File: config.mk
export PLATFORM = sky130hd
export DESIGN_NAME = jpeg_izigzag_buf_flat
export DESIGN_NICKNAME = d
export VERILOG_FILES = /design/src/rtl/jpeg_izigzag_buf_if.sv /design/src/rtl/jpeg_izigzag_buf.sv /design/src/flat_wrapper.sv
export SDC_FILE = /design/constraint.sdc
export NUM_CORES = 2
export LEC_CHECK = 0
export ABC_CLOCK_PERIOD_IN_PS = 4040
export CORE_ASPECT_RATIO = 1.4
export CORE_MARGIN = 3
export CORE_UTILIZATION = 32
export DETAILED_ROUTE_END_ITERATION = 10
export PLACE_DENSITY = 0.47
export SYNTH_ARGS = -nofsm -noshare
export SYNTH_HDL_FRONTEND = slang
export SYNTH_SLANG_ARGS = --single-unit
File: constraint.sdc
create_clock -name clk -period 4.04 [get_ports clk]
set_input_delay 0.606 -clock clk [delete_from_list [all_inputs] [get_ports clk]]
set_output_delay 0.606 -clock clk [all_outputs]
set_load 0.005 [all_outputs]
File: src/rtl/jpeg_izigzag_buf_if.sv
// Coefficient stream bundle between the entropy decoder, the reorder buffer and the IDCT.
// Latency: none, wires only.
// Backpressure: valid/ready on both the zigzag input side and the raster output side.
interface jpeg_izigzag_buf_if #(
    parameter int DATA_W = 12
);
    logic              in_valid;
    logic              in_ready;
    logic [DATA_W-1:0] in_data;
    logic              out_valid;
    logic              out_ready;
    logic [DATA_W-1:0] out_data;
    logic              out_sob;
    logic              out_eob;

    // Producer/consumer side: feeds zigzag coefficients and sinks raster coefficients.
    modport master (
        output in_valid, in_data, out_ready,
        input  in_ready, out_valid, out_data, out_sob, out_eob
    );

    // Reorder buffer side.
    modport slave (
        input  in_valid, in_data, out_ready,
        output in_ready, out_valid, out_data, out_sob, out_eob
    );
endinterface

File: src/rtl/jpeg_izigzag_buf.sv
// Inverse-zigzag ping-pong buffer: 64 zigzag coefficients in, same block out in raster order.
// Latency: out_valid rises 1 clk after the 64th input accept of a block.
// Backpressure: in_ready drops only when both banks hold undrained blocks (128 coefficients).
module jpeg_izigzag_buf #(
    parameter int DATA_W = 12
) (
    input  logic                  clk,
    input  logic                  rst_n,
    jpeg_izigzag_buf_if.slave     bus
);
    // Zigzag position -> raster index.
    localparam logic [5:0] ZZ2R [64] = '{
        6'd0,  6'd1,  6'd8,  6'd16, 6'd9,  6'd2,  6'd3,  6'd10,
        6'd17, 6'd24, 6'd32, 6'd25, 6'd18, 6'd11, 6'd4,  6'd5,
        6'd12, 6'd19, 6'd26, 6'd33, 6'd40, 6'd48, 6'd41, 6'd34,
        6'd27, 6'd20, 6'd13, 6'd6,  6'd7,  6'd14, 6'd21, 6'd28,
        6'd35, 6'd42, 6'd49, 6'd56, 6'd57, 6'd50, 6'd43, 6'd36,
        6'd29, 6'd22, 6'd15, 6'd23, 6'd30, 6'd37, 6'd44, 6'd51,
        6'd58, 6'd59, 6'd52, 6'd45, 6'd38, 6'd31, 6'd39, 6'd46,
        6'd53, 6'd60, 6'd61, 6'd54, 6'd47, 6'd55, 6'd62, 6'd63
    };

    logic [5:0]        wcnt;
    logic [5:0]        rcnt;
    logic              wbank;
    logic              rbank;
    logic [1:0]        full;
    logic [1:0]        full_nxt;
    logic              wr_fire;
    logic              rd_fire;
    logic              wr_last;
    logic              rd_last;
    logic [DATA_W-1:0] mem [128];

    assign wr_fire = bus.in_valid && bus.in_ready;
    assign rd_fire = bus.out_valid && bus.out_ready;
    assign wr_last = wr_fire && (wcnt == 6'd63);
    assign rd_last = rd_fire && (rcnt == 6'd63);

    assign bus.in_ready  = !full[wbank];
    assign bus.out_valid = full[rbank];
    assign bus.out_data  = mem[{rbank, rcnt}];
    // Markers are gated by the bank flag so an idle buffer never shows a stray sob.
    assign bus.out_sob   = full[rbank] && (rcnt == 6'd0);
    assign bus.out_eob   = full[rbank] && (rcnt == 6'd63);

    // Bank flags: writer fills one bank while reader frees the other; both may land together.
    always_comb begin
        full_nxt = full;
        if (wr_last) begin
            full_nxt[wbank] = 1'b1;
        end
        if (rd_last) begin
            full_nxt[rbank] = 1'b0;
        end
    end

    // Write/read pointers and bank selection; counters wrap naturally at 63 -> 0.
    always_ff @(posedge clk or negedge rst_n) begin
        if (!rst_n) begin
            wcnt  <= 6'd0;
            rcnt  <= 6'd0;
            wbank <= 1'b0;
            rbank <= 1'b0;
            full  <= 2'b00;
        end else begin
            full <= full_nxt;
            if (wr_fire) begin
                wcnt <= wcnt + 6'd1;
            end
            if (wr_last) begin
                wbank <= !wbank;
            end
            if (rd_fire) begin
                rcnt <= rcnt + 6'd1;
            end
            if (rd_last) begin
                rbank <= !rbank;
            end
        end
    end

    // Coefficient storage, scattered to raster position on write; contents are not reset.
    always_ff @(posedge clk) begin
        if (wr_fire) begin
            mem[{wbank, ZZ2R[wcnt]}] <= bus.in_data;
        end
    end
endmodule
File: src/flat_wrapper.sv
// flat-port wrapper written by rule: the top's interface ports become plain ports
module jpeg_izigzag_buf_flat 
#(
    parameter int DATA_W = 12
)
  (clk, rst_n, bus_in_valid, bus_in_data, bus_out_ready, bus_in_ready, bus_out_valid, bus_out_data, bus_out_sob, bus_out_eob);
  jpeg_izigzag_buf_if #(.DATA_W(DATA_W)) bus_i ();
  input  logic clk;
  input  logic rst_n;
  input wire logic [$bits(bus_i.in_valid)-1:0] bus_in_valid;
  input wire logic [$bits(bus_i.in_data)-1:0] bus_in_data;
  input wire logic [$bits(bus_i.out_ready)-1:0] bus_out_ready;
  output wire logic [$bits(bus_i.in_ready)-1:0] bus_in_ready;
  output wire logic [$bits(bus_i.out_valid)-1:0] bus_out_valid;
  output wire logic [$bits(bus_i.out_data)-1:0] bus_out_data;
  output wire logic [$bits(bus_i.out_sob)-1:0] bus_out_sob;
  output wire logic [$bits(bus_i.out_eob)-1:0] bus_out_eob;
  assign bus_i.in_valid = bus_in_valid;
  assign bus_i.in_data = bus_in_data;
  assign bus_i.out_ready = bus_out_ready;
  assign bus_in_ready = bus_i.in_ready;
  assign bus_out_valid = bus_i.out_valid;
  assign bus_out_data = bus_i.out_data;
  assign bus_out_sob = bus_i.out_sob;
  assign bus_out_eob = bus_i.out_eob;
  jpeg_izigzag_buf #(.DATA_W(DATA_W)) u_core (.clk(clk), .rst_n(rst_n), .bus(bus_i));
endmodule
---- Word level (Yosys, flattened, before mapping) ----
Memory sizes are Yosys's and may differ from the RTL's.
Index checks and enable logic that the tools add are counted.
word-level totals
  flip-flop bits (word level) ............. 16
  latch bits .............................. 0
  memory bits (writable) .................. 1536
  ROM bits ................................ 384
  word-level logic and storage cells ...... 46
  memories kept ........................... 2
operators by class
  $add $sub $neg .......................... 2
  $mul .................................... 0
  divide/modulo/power cells ............... 0
  order comparisons ....................... 5
  equal/unequal tests ..................... 2
  shift operators ......................... 0
  mux-type cells .......................... 14
  bitwise operators ....................... 4
  reductions and logical operators ........ 12
memory list
  name              words  bits a word  read ports  clocked after Yosys merged registers in  wr ports  RTL line                text
  u_core.mem        128    12           1           0                                        1         jpeg_izigzag_buf.sv:33  logic [DATA_W-1:0] mem [128];
  (name not given)  64     6            1           0                                        0         jpeg_izigzag_buf.sv:86  mem[{wbank, ZZ2R[wcnt]}] <= bus.in_data;
operator list
  operator                                                                      number
  6-bit by 1-bit adder with 6-bit output, second input constant                 2
  6-bit == test, second input constant                                          2
  6-bit two-way mux                                                             2
  1-bit logical AND                                                             8
  1-bit two-way mux                                                             8
  7-bit greater-or-equal comparator, second input constant                      1
  6-bit inverter with 7-bit output                                              1
  6-bit logical NOT                                                             1
  1-bit by 2-bit less-than comparator with 1-bit output, second input constant  2
  2-bit two-way mux                                                             2
  1-bit logical NOT                                                             3
  2-bit AND                                                                     1
  1-bit demux with 1-bit select                                                 2
  1-bit greater-or-equal comparator, second input constant                      2
  2-bit inverter                                                                1
  2-bit bitwise OR                                                              1

---- Depth between registers and ports, before layout ----
  word-level depth ........................ 8
  mapped depth ............................ 12
  mapped depth without buffers ............ 8

---- Worst setup path after synthesis ----
Ideal clock, no wire load.
  path type ............................... register -> register
  start ................................... register u_core.wcnt[0]
  end ..................................... memory u_core.mem[81][0] (enable)
  arrival ................................. 3.343 ns
  required time ........................... 3.644 ns
  path slack .............................. 0.300 ns
  stages on the path, launching flop included .. 11
  period minus slack after synthesis ...... 3.740 ns
  cell sequence ........................... dfrtp_1 > buf_2 > inv_1 > ha_1 > clkbuf_1 > o21ai_0 > mux2_2 > mux4_2 > buf_2 > nand2b_1 > nor3_1
on the way
  longest elaborated chain between the ends .. 4
ends and longest elaborated chain
  item                                                    RTL line                text
  start, declared                                         jpeg_izigzag_buf.sv:23  logic [5:0] wcnt;
  start signal, assigned                                  jpeg_izigzag_buf.sv:69  wcnt <= wcnt + 6'd1;
  6-bit inverter with 7-bit output (not written as such)  jpeg_izigzag_buf.sv:86
  memory 64 x 6 bit                                       -
  6-bit two-way mux (not written as such) (2 in a row)    jpeg_izigzag_buf.sv:86
  end, declared                                           jpeg_izigzag_buf.sv:33
Every way passes these cells. The select of a mux whose other input is x is not followed.

---- Worst setup path after layout ----
  start ................................... register u_core.rcnt[0]
  end ..................................... output bus_out_data[3]
on the way
  longest elaborated chain between the ends .. 1
ends and longest elaborated chain
  item                    RTL line                text
  start, declared         jpeg_izigzag_buf.sv:24  logic [5:0] rcnt;
  start signal, assigned  jpeg_izigzag_buf.sv:75  rcnt <= rcnt + 6'd1;
  memory 128 x 12 bit     -
  end, declared           flat_wrapper.sv:15      output wire logic [$bits(bus_i.out_data)-1:0] bus_out_data;
Every way passes these cells.

==> flow_metrics.py <==
metrics = {
    "pwr": {
        "leakagePower_uw": 0.0245,
        "irDropWorstVdd_uv": 411,
        "power_density_nw_per_um2": 563,
        "power_uw": 42000,
    },
    "placed_design": {
        "hpwl_um": 116000,
        "port_buffers": 31,
        "place.gp.congestion": 0.788,
    },
    "cells_and_area": {
        "layout_common_cells": "1536 x edfxtp_1, 397 x buf_4, 389 x mux4_2",
        "synthToLayoutAreaGrowth_pct": 21.7,
        "drive_above_1_share_pct": 36.1,
        "fin_util_pct": 39.3,
        "final_common_cell": "edfxtp_1",
        "fillers": 16900,
        "fin_nets": 3420,
    },
    "drt": {
        "ant_nets": 0,
        "drc": 0,
        "wl_per_cell_um": 30.6,
        "wirelength_um": 183000,
        "dr_total_vias": 31200,
        "drt_pass1_iterations": 8,
        "via_per_inst": 5.20,
        "drtIter0Drc": 2840,
    },
    "global_route": {
        "overflow": 0,
        "grt_pass1_wl_um": 257000,
        "antenna_found_initial": 7,
        "grt_pass1_vias": 33000,
        "grt_max_degree": 129,
        "grt_usage_pct": 18.6,
    },
    "setup_path": {
        "timing.rr.start": "u_core.wcnt[0]",
        "worstSetupPathType": "reg -> out",
        "end_kind": "output port",
        "r2r_cells": 9,
        "cp_data_arrival_time_ns": 3.70,
        "reg2reg_slack_ns": 0.63,
        "worst-endpoint-required_ns": 3.43,
        "crit_path_start": "u_core.rcnt[0]",
        "reg2reg_to": "u_core.mem[10][1]",
        "crit_end": "bus_out_data[3]",
        "cp_max_fo": 6,
        "start_kind": "flip-flop",
    },
    "clock_network": {
        "cts.clk_slew.worst_paths_ns": 0.06,
        "cts_buffer_depth": 3,
        "cts.htree.levels": 4,
        "cts_tree": "done",
        "cts_buffers": 153,
        "cts_sinks": 1552,
        "insertion_delay_ns": 0.79,
        "root_buffer": "clkbuf_16",
    },
    "floorplanning": {
        "io_pins": 32,
        "die_y_um": 524,
        "initial_core_util_pct": 32.3,
        "dieArea_um2": 197000,
        "rows": 189,
        "die_x_um": 376,
        "core_um2": 190000,
    },
    "hold_path": {
        "worstHoldPathType": "in -> reg",
    },
    "yosys": {
        "async_reset_ff_share_pct": 1.03,
        "syn_area_um2": 61200,
        "synth_cells": 2860,
        "seq_area_frac_synth_pct": 76.0,
        "synth_fp_nets": 2896,
        "synth.avg_cell_area_um2": 21.4,
        "synth_ff_type": "edfxtp_1",
        "yosysUniqueCellTypes": 66,
        "yosysWarnings": 0,
        "synth_edf_count": 1536,
        "ys_ff_latch": 1552,
    },
    "timing": {
        "fmax_ghz": 0.232,
        "rsz0062_at_grt": "yes",
        "setup_viol": 12,
        "fin_crit_sh_pct": 107,
        "fin_crit_ns": 4.31,
        "finClkSkew_ns": 0.0381,
        "hold_viol_final": 0,
        "maxSlewHeadroom_pct": 15.7,
        "setup_ws_ns": -0.268,
        "worstMarginPinSlew_ns": 1.26,
        "finalMaxSlewViolations": 0,
    },
    "status": {
        "violations": "setup timing",
        "status": "finished with violations",
    },
    "run": {
        "maxCapViolCount": 0,
    },
}
==> worst min path at each step <==
stage                     slack (ns)                end  cells after the start            from
after global placement          0.50     u_core.full[0]                      1  u_core.full[0]
after detailed placement        0.52     u_core.full[0]                      1  u_core.full[0]
final                            0.1  u_core.mem[31][4]                      1  bus_in_data[4]
after CTS                       0.04  u_core.mem[31][4]                      1  bus_in_data[4]
after floorplan                 0.31     u_core.full[0]                      0           rst_n
after global routing            0.07  u_core.mem[29][4]                      1  bus_in_data[4]
==> kinds of logic (layout without fill, tap and decap cells) <==
family,Yosys count,in the layout,share of synthesized area (%)
and+or+nand+nor,342,342,2.60
buffers and inverters,179,828,1.59
muxes,540,540,16.8
DFF,1552,1552,76.0
xor gates and xnor gates,13,13,0.186
adders and majority gates,20,20,0.409
AOI/OAI and AO/OA,214,214,2.43
other,0,2,0
==> state kept, by name, indices dropped and copies added, names as in the netlist <==
name          count
u_core.full       2
u_core.mem     1536
u_core.rbank      1
u_core.rcnt       6
u_core.wbank      1
u_core.wcnt       6
==> layout make-up <==
type	instances	area [um2]	share of cell area, %
clock inverters	93	858	1.15
flip-flops and latches	1552	46500	62.4
clock buffers	187	4090	5.49
inverters	14	56.3	0.0755
well taps	2483	3110	4.17
diodes	2	5.00	0.00671
multi-input cells	1129	14500	19.4
repair buffers	534	5400	7.25
==> stage by stage <==
| stage | setup slack (ns) | cells | instance area, um2 | setup TNS, ns | hold slack (ns) |
|---|---|---|---|---|---|
| 2_1_floorplan | 0.300 | 2860 | 61200 | 0 | 0.310 |
| 3_3_place_gp | -0.386 | 5629 | 67700 | -1.44 | 0.499 |
| 3_5_place_dp | -0.325 | 5630 | 67700 | -1.20 | 0.520 |
| 4_1_cts | -0.326 | 5982 | 74300 | -3.14 | 0.0420 |
| 5_1_grt | -0.356 | 5993 | 74600 | -3.39 | 0.0686 |
| 6_report | -0.268 | 5994 | 74600 | -2.37 | 0.0962 |
==> critical path, cell delays in order, from the launching register on <==
cell       delay, ns
dfrtp_4         0.51
buf_6           0.15
buf_12          0.13
buf_4           0.14
buf_12          0.13
mux4_2          0.44
mux4_2          0.53
a22o_4          0.26
a2111oi_4       0.19
buf_4           0.21
a21oi_4         0.07
buf_2           0.15
==> layer usage <==
layer | GRT usage [%] | share of wire, %
met3 | 2.40 | 4.4
met2 | 33.8 | 53
met5 | 0 | 0
met4 | 6.04 | 3.3
met1 | 22.9 | 39
==> synthesized netlist by cell type (3+ instances only) <==
master	instances	area (um2)
a2111oi_0	3	26.3
a211oi_1	21	158
a21oi_1	44	220
a221oi_1	13	114
a22o_1	3	26.3
a22oi_1	31	233
a31oi_1	9	56.3
a32oi_1	5	43.8
and2_0	3	18.8
and2_1	16	100
and3_1	9	56.3
buf_1	12	45.0
buf_2	57	285
buf_4	26	195
buf_6	18	203
clkbuf_1	52	195
dfrtp_1	16	400
edfxtp_1	1536	46100
ha_1	20	250
inv_1	12	45.0
mux2_2	19	214
mux2i_1	132	1320
mux4_2	389	8760
nand2_1	72	270
nand2b_1	15	93.8
nand3_1	20	100
nand3b_1	5	37.5
nand4_1	4	25.0
nor2_1	156	586
nor2b_1	17	106
nor3_1	7	35.0
nor4_1	3	18.8
o2111ai_1	3	26.3
o211ai_1	7	52.6
o21ai_0	25	125
o221ai_1	10	87.6
o22ai_1	11	68.8
o31ai_1	8	60.1
xnor2_1	11	96.3
==> power breakdown <==
part	switching, uW	internal (uW)
Sequential	209	18400
Combinational	5300	3830
Clock	6190	8070
Total	11700	30300
==> timing repair <==
| item | 4_1_cts | 5_1_grt |
|---|---|---|
| setup buffers | 67 | 13 |
| pin swaps | 35 | 24 |
| setup endpoints to repair | 12 | 13 |
| resized for setup | 220 | 41 |
| gates cloned | 9 | 1 |
| hold buffers | 0 | 0 |
(Power assumes the default switching activity.)
